<file path="src/rtl/trig_acq_ctrl.sv">
// Trigger acquisition sequencer: owns the comparator level and sequences one capture
// (pre-fill, wait, post, readout, holdoff). Optional macro AUTO_TRIG_EN adds a WAIT timeout.
module trig_acq_ctrl #(
    parameter int ADDR_W       = 10,
    parameter int CNT_W        = 16,
    parameter int AUTO_TIMEOUT = 1000000
) (
    input  logic              clk,
    input  logic              rst,
    input  logic              start,
    input  logic              abort,
    input  logic              ack,
    input  logic              trg_in,
    input  logic [13:0]       cfg_level,
    input  logic [ADDR_W-1:0] pre_len,
    input  logic [ADDR_W-1:0] post_len,
    input  logic [CNT_W-1:0]  holdoff,
    output logic [13:0]       trg_level,
    output logic              wr_en,
    output logic [ADDR_W-1:0] wr_addr,
    output logic [ADDR_W-1:0] trg_addr,
    output logic              busy,
    output logic              done,
    output logic              auto_trg,
    output logic [CNT_W-1:0]  trg_count
);

    typedef enum logic [2:0] {
        S_IDLE, S_PRE, S_WAIT, S_POST, S_DONE, S_HOLD
    } state_t;

    state_t            state, state_n;
    logic [ADDR_W-1:0] cnt, cnt_n, post_eff, post_eff_n, wr_addr_n, trg_addr_n;
    logic [ADDR_W-1:0] room;
    logic [CNT_W-1:0]  hcnt, hcnt_n, trg_count_n;
    logic [13:0]       trg_level_n;
    logic              auto_trg_n;
    logic              timeout_hit, trig_hit;

`ifdef AUTO_TRIG_EN
    localparam int TO_W = $clog2(AUTO_TIMEOUT + 1);
    logic [TO_W-1:0] tcnt;

    // Held at zero outside WAIT, so it restarts from zero on every WAIT entry.
    always_ff @(posedge clk) begin
        if (rst || state != S_WAIT) tcnt <= '0;
        else                        tcnt <= tcnt + 1'b1;
    end

    assign timeout_hit = (state == S_WAIT) && (tcnt == TO_W'(AUTO_TIMEOUT - 1));
`else
    assign timeout_hit = (AUTO_TIMEOUT < 0);
`endif

    // pre_len already fits in DEPTH-1, so the space left for post samples is its complement.
    assign room     = ~pre_len;
    assign trig_hit = trg_in || timeout_hit;

    always_comb begin
        state_n     = state;
        cnt_n       = cnt;
        post_eff_n  = post_eff;
        hcnt_n      = hcnt;
        wr_addr_n   = wr_addr;
        trg_addr_n  = trg_addr;
        trg_level_n = trg_level;
        auto_trg_n  = auto_trg;
        trg_count_n = trg_count;
        case (state)
            S_IDLE: begin
                if (start && !abort) begin
                    trg_level_n = cfg_level;
                    post_eff_n  = (post_len > room) ? room : post_len;
                    hcnt_n      = holdoff;
                    wr_addr_n   = '0;
                    auto_trg_n  = 1'b0;
                    cnt_n       = pre_len;
                    state_n     = (pre_len == '0) ? S_WAIT : S_PRE;
                end
            end
            S_PRE: begin
                wr_addr_n = wr_addr + 1'b1;
                cnt_n     = cnt - 1'b1;
                if (cnt == ADDR_W'(1)) state_n = S_WAIT;
            end
            S_WAIT: begin
                wr_addr_n = wr_addr + 1'b1;
                if (trig_hit) begin
                    trg_addr_n = wr_addr;
                    auto_trg_n = !trg_in;
                    cnt_n      = post_eff;
                    state_n    = (post_eff == '0) ? S_DONE : S_POST;
                end
            end
            S_POST: begin
                wr_addr_n = wr_addr + 1'b1;
                cnt_n     = cnt - 1'b1;
                if (cnt == ADDR_W'(1)) state_n = S_DONE;
            end
            S_DONE: begin
                if (ack) state_n = (hcnt != '0) ? S_HOLD : S_IDLE;
            end
            S_HOLD: begin
                hcnt_n = hcnt - 1'b1;
                if (hcnt == CNT_W'(1)) state_n = S_IDLE;
            end
            default: state_n = S_IDLE;
        endcase
        if (abort && state != S_IDLE) begin
            state_n    = S_IDLE;
            wr_addr_n  = wr_addr;
            trg_addr_n = trg_addr;
            auto_trg_n = auto_trg;
        end
        if (state_n == S_DONE && state != S_DONE && trg_count != '1)
            trg_count_n = trg_count + 1'b1;
    end

    always_ff @(posedge clk) begin
        if (rst) begin
            state     <= S_IDLE;
            cnt       <= '0;
            post_eff  <= '0;
            hcnt      <= '0;
            wr_addr   <= '0;
            trg_addr  <= '0;
            trg_level <= 14'h2300;
            auto_trg  <= 1'b0;
            trg_count <= '0;
            wr_en     <= 1'b0;
            busy      <= 1'b0;
            done      <= 1'b0;
        end else begin
            state     <= state_n;
            cnt       <= cnt_n;
            post_eff  <= post_eff_n;
            hcnt      <= hcnt_n;
            wr_addr   <= wr_addr_n;
            trg_addr  <= trg_addr_n;
            trg_level <= trg_level_n;
            auto_trg  <= auto_trg_n;
            trg_count <= trg_count_n;
            wr_en     <= (state_n == S_PRE) || (state_n == S_WAIT) || (state_n == S_POST);
            busy      <= (state_n != S_IDLE);
            done      <= (state_n == S_DONE);
        end
    end

endmodule

</file>
<file path="config.mk">
export PLATFORM = sky130hd
export DESIGN_NAME = trig_acq_ctrl
export DESIGN_NICKNAME = d
export VERILOG_FILES = /design/src/rtl/trig_acq_ctrl.sv
export SDC_FILE = /design/constraint.sdc
export NUM_CORES = 1
export LEC_CHECK = 0
export BUFFER_PORTS_ARGS = -buffer_cell sky130_fd_sc_hd__buf_4
export CORE_UTILIZATION = 50
export CTS_CLUSTER_DIAMETER = 40
export DETAILED_ROUTE_END_ITERATION = 6
export HOLD_SLACK_MARGIN = 0.06
export PLACE_DENSITY = 0.74
export SLEW_MARGIN = 30
export SYNTH_ARGS = -nofsm -noshare
export SYNTH_HDL_FRONTEND = slang
export SYNTH_SLANG_ARGS = --single-unit
</file>
<file path="constraint.sdc">
create_clock -name clk -period 6.4 [get_ports clk]
set_input_delay 0.32 -clock clk [delete_from_list [all_inputs] [get_ports clk]]
set_output_delay 0.32 -clock clk [all_outputs]
set_load 0.005 [all_outputs]
</file>
---- After elaboration in Yosys (flattened, before gate mapping) ----
Index checks and enable logic that the tools add are counted.
storage, ports and cells
  bits in registers ....................... 93
  input bits .............................. 56
  output and inout bits ................... 54
  word-level logic and storage cells ...... 82
operators by class
  add/subtract/negate cells ............... 4
  order comparisons ....................... 1
  equal/unequal tests ..................... 15
  multiplexer cells ....................... 22
  bitwise gates (word level) .............. 2
  reductions and logical operators ........ 26
operators with widths
  operator               number
  $mux 10                4
  $pmux 16 s2            1
  $pmux 10 s3            1
  $mux 3                 9
  $logic_not 10->1       2
  $pmux 10 s2            1
  $pmux 3 s6             1
  $add 16x1->16 const B  1
  $eq 16x1->1 const B    1
  $mux 16                1
  $ne 16x16->1 const B   1
  $reduce_bool 16->1     1
  $sub 16x1->16 const B  1
  $eq 3x2->1 const B     4
  $add 10x1->10 const B  1
  $eq 10x1->1 const B    1
  $gt 10x10->1           1
  $not 10->10            1
  $sub 10x1->10 const B  1
  $eq 3x3->1 const B     3
  $reduce_and 3->1       3
  $reduce_bool 3->1      3
  $eq 3x1->1 const B     2
  $reduce_bool 2->1      3
  other kinds (14)       22

---- Longest topological paths before layout ----
Gate-level depths: netlist of the first run.
  depth in word-level cells ............... 8
  mapped depth ............................ 10
  mapped depth without buffers ............ 8

---- Worst setup path after synthesis of the first run ----
No wires, ideal clock.
  path type ............................... reg-to-reg
  start point ............................. register post_eff[3]
  end point ............................... register trg_count[13]
  setup time .............................. 121 ps
  arrival time ............................ 2,419 ps
  data required time ...................... 6,279 ps
  path slack .............................. 3,861 ps
  cell stages (with the launch flop) ...... 8
  path buffers ............................ 1
  period minus slack after synthesis ...... 2,539 ps
  cells stage by stage .................... dfxtp_1 > or4_1 > nor4_4 > o221ai_1 > a311o_1 > buf_2 > nor4_1 > mux2_2
between the ends
  cells in the longest elaborated chain, start to end .. 8
RTL lines
  item                             line  text
  start: declaration               33    logic [ADDR_W-1:0] cnt, cnt_n, post_eff, post_eff_n, wr_addr_n, trg_addr_n;
  start signal: assignment         136   post_eff <= post_eff_n;
  $logic_not 10->1                 92    state_n = (post_eff == '0) ? S_DONE : S_POST;
  $mux 3                           92
  $mux 3                           88    if (trig_hit) begin
  $pmux 3 s6                       69    case (state)
  $mux 3                           109   if (abort && state != S_IDLE) begin
  $eq 3x3->1                       115   if (state_n == S_DONE && state != S_DONE && trg_count != '1)
  $logic_and 1x1->1 (2 in series)  115
  end signal: assignment           142   trg_count <= trg_count_n;
  end: declaration                 25    output logic [CNT_W-1:0] trg_count
Every way passes these cells.
A chain may end at the register's enable or synchronous reset.

---- Worst setup path after layout of the first run ----
  start point ............................. register state[0]
  end point ............................... register trg_count[6]
between the ends
  cells in the longest elaborated chain, start to end .. 6
  elaborated cells between the ends (all ways) .. 20
  those cells by class .................... eq/ne: 7; mux: 8; reduce/logical: 5
RTL lines
  item                                                    line     text
  start: declaration                                      32       state_t state, state_n;
  start signal: assignment                                134      state <= state_n;
  $eq 3x3->1 (tied with other cells)                      69
  $pmux 3 s6 / $logic_and 1x1->1 (equally long branches)  69, 109
  $mux 3                                                  109
  $eq 3x3->1                                              115
  $logic_and 1x1->1 * (2 in series)                       115
Mark *: on every way between the ends. The rest lies on a longest branch, timed or not.

==> results.ini, run 1 <==
[cts]
insertion_delay_ns = 0.36
cts_buffer_depth = 2
cts_sinks = 93
clk_root_buffer_cell = clkbuf_8
cts_tree = done
ctsHoldBuffers = 0
clkSlewWorstSetupHoldPaths_ns = 0.10
post_cts_buffers = 0
numCtsBuffers = 9
htreeDepth = 3
ctsResizeCount = 0

[sta]
fmax_mhz = 308
hold_viol_final = 0
setup_viol = 0
rsz0062_at_grt = no
skew_ns = 0.0108
drv_slew = 0
worstMarginPinSlew_ns = 0.962
tns_ns = 0
hold_ws_ns = 0.169
period_share = 0.507
fin_crit_ns = 3.25
relSlewSlack = 0.358

[routing]
drc_errors = 0
wire_per_inst_um = 15.6
drt-initial-drc-count = 273
vias = 4867
totalWireLength_um = 13000
vias_per_cell = 5.83
dr.pass1.iters = 5
ant_nets = 0

[pwr]
powerDensity_nw_per_um2 = 212
p_leak_nw = 2.37
power.ir.vdd_worst_mv = 0.102
p_total_w = 0.00128

[floorplan]
core_area_um2 = 9730
die_area_um2 = 10400
initial_core_util = 0.512
rows = 36
die_h_um = 102
dieWidth_um = 102
ios = 110

[worst_setup_path]
slowest_delay_ns = 0.83
critPathTopFamily = flip-flops
r2r_start = state[0]
arrival_ns = 3.50
worstPathCellList = nor2_1 > nand3_1 > buf_4 > o221ai_1 > a311o_2 > nor4_1 > mux2_2
reg2reg_to = trg_count[6]
crit_path_max_fanout = 39
r2r_cells = 7
critical_path_class = flop to flop
critPathLaunch = state[0]
worst_path_max_delay_cell = dfxtp_1
worstPathRequired_ns = 6.66
worst-path-buf-inv = 1
rrSetupSlack_ns = 3.15
end_kind = flop
startpoint_type = flop

[min_path]
whs_path_depth = 3
min-delay-start = cfg_level[9]
hold_end = trg_level[9]
min_path_type = input pin to flop

[grt]
antenna_found_initial = 0
grt-ovfl-total = 0
grt_usage = 0.250
grt_max_degree = 96
grt_pass1_vias = 4336
grt_pass1_wl_um = 20600

[logic_synthesis]
synth_area_leaders = dfxtp_1, a21oi_1, nand2_1, nor2_1, ha_1
synth_top_family_by_area = simple AND/OR/NAND/NOR gates
syn_nets = 689
seq_area_frac_synth = 0.373
netlist_area_um2 = 4990
synth_top_area_frac = 0.373
synth_xor_area_frac = 0.0281
synth-edff-count = 0
yosys.area_share.simple = 0.256
async_flop_share = 0
synth-seq-cells = 93
netlist.top_cell.by_area = dfxtp_1
synth-main-ff-cell = dfxtp_1
synth_cells = 616
synth_fa_ha_area_frac = 0.0427
ys_warn_count = 0
synth_compound_area_frac = 0.223
ys_types = 57
avgSynthCellArea_um2 = 8.09
synth.area.mux_share = 0.0334

[final_layout]
antenna_cells = 0
seq_area_um2 = 1860
drive_gt1_frac = 0.207
multi_input_area_um2 = 2920
num-fill-cells = 870
layout.cells.non_filler = 835
area_delta_synth_final_pct = 21.3
final_nets = 770
utilization = 0.622

[run]
drv_cap = 0

[place]
dp.cells = 818
port_buffers = 109
place_hpwl_um = 8940
gp_congestion = 0.898

[status]
outcome = complete, no violations

-- cells in the final DEF, fill, tap and decap left out, drive strengths merged, types with 5 or more instances in the layout --
master  count
or4        15
a21oi      63
dfxtp      93
buf       113
o21bai     11
and3        6
mux2i      11
inv        13
ha         17
nor3       16
o31ai      10
xnor2       8
nor2       64
o21ai       9
a22oi       5
nand3b      5
nand2      70
nand3      20
o221ai     10
nor4       18
nor2b      11
o21a        5
nand4       5
xor2        8
clkbuf     11
a211oi     23
or3         6
mux2        5
-- sequential cells by signal, indices dropped and copies added, names as in the netlist, 3 cells and up --
register   flops
state          3
trg_addr      10
hcnt          16
post_eff      10
trg_count     16
wr_addr       10
cnt           10
trg_level     14
-- per-layer routing --
| metal | vias to the layer above | global-route usage | part of all wire |
|---|---|---|---|
| met4 | 0 | 0.0989 | 0.020 |
| met3 | 23 | 0.0534 | 0.064 |
| met1 | 2265 | 0.330 | 0.46 |
| met5 | - | 0 | 0 |
| met2 | 152 | 0.400 | 0.46 |
| li1 | 2427 | - | - |
-- report_power, final --
part           internal, W  switching [W]  leakage [nW]
logic             0.000103       0.000131          1.51
clock network     0.000194       0.000222         0.103
registers         0.000603      0.0000269         0.757
-- logic make-up (layout without fill, tap and decap cells) --
family | after synthesis | after routing
flip-flops | 93 | 93
AND/OR/NAND/NOR | 253 | 253
adder cells (fa/ha/maj) | 17 | 17
XOR/XNOR | 16 | 16
AO/OA/AOI/OAI | 166 | 166
buffers and inverters | 55 | 141
multiplexers | 16 | 16
-- worst max-delay path by stage --
stage / to / slack (ns) / cells past startpoint
final: trg_count[6] / 3.15 / 7
after CTS: trg_count[6] / 3.05 / 7
after global placement: trg_count[10] / 3.24 / 7
after global routing: trg_count[6] / 2.91 / 7
after floorplan: trg_count[13] / 3.86 / 7
after detailed placement: trg_count[6] / 3.08 / 7
-- Yosys cell counts (2+ instances only) --
library cell and instances:
o31ai_1 10, nor3b_1 4, ha_1 17, mux2_2 5, nand2_1 70, nor3_1 15, nor2b_1 11, nand3b_1 5
or4_4 2, a211oi_1 23, o21a_1 5, o21bai_1 11, nand4_1 5, a21oi_1 63, a32o_1 2, a31oi_1 3
and3_1 6, buf_1 2, nand2b_1 3, mux2i_1 11, o311ai_0 4, nor4_1 17, nand3_1 20, inv_1 11
nor2_1 64, o211ai_1 3, a311o_1 3, or3_1 6, and4_1 3, o21ai_0 9, o221ai_1 10, a32oi_1 2
or4_1 13, a22oi_1 5, and2_1 3, a21o_1 4, clkbuf_1 38, xor2_1 8, buf_2 3, xnor2_1 8
dfxtp_1 93
-- worst min-delay path, stage by stage --
cell and delay (ns):
buf_4 0.08, nand2_1 0.04, nand3b_1 0.06
-- stage by stage --
| stage | worst slack [ns] | area, um2 |
|---|---|---|
| floorplan | 3.86 | 4990 |
| global placement | 3.24 | 5830 |
| detailed placement | 3.08 | 5830 |
| CTS | 3.05 | 6040 |
| global route | 2.91 | 6050 |
| finish | 3.15 | 6050 |
-- cell type report --
class                   instances  area share
clock buffers                  10      0.0228
clock inverters                 6      0.0114
inverters                      11     0.00683
multi-input cells             468       0.482
flip-flops and latches         93       0.308
well taps                     133      0.0275
repair buffers                114       0.141
Power figures use the tool's default switching activity.
==> inputs of run 2 (changes only) <==
ABC_AREA = 1   (was default)
CORE_UTILIZATION = 49   (was 50)
PLACE_DENSITY = 0.76   (was 0.74)
clock period = 2.75 ns   (was 6.4 ns; I/O delays follow)
==> results.ini, run 2 <==
[final_layout]
final_nets = 941
num-fill-cells = 869
largest_registers = hcnt (16), trg_count (16), trg_level (14)
area_delta_synth_final_pct = 27.7
utilization = 0.650
final_cell_mix = nand2_1, buf_4, inv_1
antenna_cells = 0
seq_area_um2 = 1860
multi_input_area_um2 = 2650
final_common_cell = nand2_1
drive_gt1_frac = 0.179

[logic_synthesis]
synth.area.mux_share = 0
netlist_area_um2 = 5020
yosys.area_share.simple = 0.307
synth_most_common_cell = nand2_1
synth_compound_area_frac = 0.172
seq_area_frac_synth = 0.371
synth-edff-count = 0
syn_nets = 809
netlist.top_cell.by_area = dfxtp_1
async_flop_share = 0
synth_fa_ha_area_frac = 0.0424
synth-seq-cells = 93
ys_types = 42
ys_top_cells_by_count = nand2_1, inv_1, nor2_1, dfxtp_1, o21ai_0
synth_top_family_by_area = simple AND/OR/NAND/NOR gates
synth_top_area_frac = 0.371
synth_xor_area_frac = 0.00698
synth_area_leaders = dfxtp_1, nand2_1, inv_1, nor2_1, o21ai_0
synth_cells = 736
synth-main-ff-cell = dfxtp_1
ys_warn_count = 0
avgSynthCellArea_um2 = 6.82

[sta]
relSlewSlack = 0.493
hold_viol_final = 0
fmax_mhz = 447
rsz0062_at_grt = no
tns_ns = 0
drv_slew = 0
worstMarginPinSlew_ns = 0.760
skew_ns = 0.0171
setup_viol = 0
fin_crit_ns = 2.24
period_share = 0.814

[place]
port_buffers = 109
gp_congestion = 0.859
place_hpwl_um = 9810

[floorplan]
dieWidth_um = 103
die_area_um2 = 10700
ios = 110
die_h_um = 103
core_area_um2 = 9860
rows = 36
initial_core_util = 0.509

[routing]
drt-initial-drc-count = 295
wire_per_inst_um = 13.5
ant_nets = 0
dr.pass1.iters = 5
vias = 5312
vias_per_cell = 5.29
totalWireLength_um = 13600
drc_errors = 0

[run]
drv_cap = 0

[grt]
grt_pass1_vias = 5059
grt_util_met3 = 0.0759
grt_usage = 0.266
busiest_layer = met2
grt-ovfl-total = 0
antenna_found_initial = 0
met2_usage = 0.462
met1_usage = 0.315
grt_max_degree = 30
grt_pass1_wl_um = 22100

[worst_setup_path]
worstPathCellList = dlygate4sd3_1 > buf_4 > ha_1 > nand2_1 > or4_1 > nand2_1 > inv_1 > o21ai_0 > o22ai_1
arrival_ns = 2.49
end_kind = flop
crit_path_max_fanout = 12
critPathTopFamily = buffers and inverters
reg2reg_to = trg_count[7]
slowest_delay_ns = 0.55
worst_path_max_delay_cell = dlygate4sd3_1
r2r_start = state[0]
startpoint_type = input pin
crit_top_cell = nand2_1
critical_path_class = input pin to flop
worstPathRequired_ns = 3.00
worst-path-buf-inv = 3
r2r_cells = 14
rrSetupSlack_ns = 0.55

[pwr]
powerDensity_nw_per_um2 = 500
p_leak_nw = 2.95
p_total_w = 0.00320
power.ir.vdd_worst_mv = 0.402

[cts]
clkSlewWorstSetupHoldPaths_ns = 0.09
cts_buffer_depth = 2
cts_tree = done
htreeDepth = 3
numCtsBuffers = 9
clk_root_buffer_cell = clkbuf_8
insertion_delay_ns = 0.38
ctsResizeCount = 0
cts_sinks = 93

[min_path]
hold_end = hcnt[4]
whs_path_depth = 5
min-delay-start = holdoff[4]
min_path_type = input pin to flop

[status]
outcome = complete, no violations

[run 2: cell count changes after synthesis, sizes merged, moves of 13 or more]
cell,before,now
a211oi,23,2
a21oi,63,43
clkbuf,38,14
inv,11,111
nand2,70,162
nand3,20,33
nand4,5,27
nor2,64,102
nor4,18,4
o21ai,9,48
or4,15,1
[run 2: worst max path at each step]
stage | depth (start not counted) | startpoint | endpoint
2_1_floorplan | 15 | trg_count[0] | trg_count[13]
3_3_place_gp | 14 | state[0] | trg_count[7]
3_5_place_dp | 15 | trg_count[0] | trg_count[7]
4_1_cts | 9 | post_len[3] | post_eff[6]
5_1_grt | 14 | state[0] | trg_count[7]
6_report | 9 | post_len[7] | post_eff[6]
[run 2: area by class of cell]
| type | count | share of cell area |
|---|---|---|
| repair buffers | 142 | 0.176 |
| clock inverters | 5 | 0.00976 |
| well taps | 133 | 0.0260 |
| multi-input cells | 511 | 0.414 |
| clock buffers | 9 | 0.0193 |
| flip-flops and latches | 93 | 0.290 |
| inverters | 111 | 0.0650 |
[run 2: report_power, final]
part,total (W),switching (W),internal [W]
combinational,0.000794,0.000475,0.000319
sequential,0.00149,0.0000658,0.00143
clock,0.000916,0.000501,0.000415
total,0.00320,0.00104,0.00216
[run 2: repair_timing]
action | CTS | global route
buffers inserted | 0 | 0
endpoints found under the hold margin | 25 | 0
hold buffers | 25 | 0
[run 2: cells by family after synthesis]
| group | Yosys count |
|---|---|
| AND/OR/NAND/NOR | 346 |
| AO/OA/AOI/OAI | 144 |
| XOR/XNOR | 4 |
| adder cells (fa/ha/maj) | 17 |
| buffers and inverters | 132 |
| flip-flops | 93 |
[run 2: metrics by stage]
| step | setup WS, ns | instance area [um2] | hold WS [ns] | std cells |
|---|---|---|---|---|
| final | 0.513 | 6410 | 0.0794 | 1004 |
| after global routing | 0.229 | 6410 | 0.0911 | 1004 |
| after CTS | 0.553 | 6410 | 0.0628 | 1004 |
| after detailed placement | 0.574 | 5980 | 0.354 | 965 |
| after global placement | 0.646 | 5980 | 0.348 | 965 |
| after floorplan | 0.858 | 5020 | 0.263 | 736 |
[run 2: worst reg2reg max path: stages, from the launching register on]
cell     delay (ns)
dfxtp_1        0.43
inv_2          0.11
nand3_1        0.10
buf_4          0.17
nor2_1         0.08
o21ai_1        0.13
nand2_1        0.08
nor2_1         0.10
nand2_1        0.10
nand2_1        0.11
nand2_2        0.11
nor2_8         0.24
nand2_1        0.11
o21ai_0        0.18
nor2_1         0.06
[run 2: layer usage]
metal | vias to the layer above | wire length, um
met5 | - | 0
met4 | 0 | 227
met3 | 19 | 859
met2 | 158 | 6570
met1 | 2444 | 5950
li1 | 2691 | -
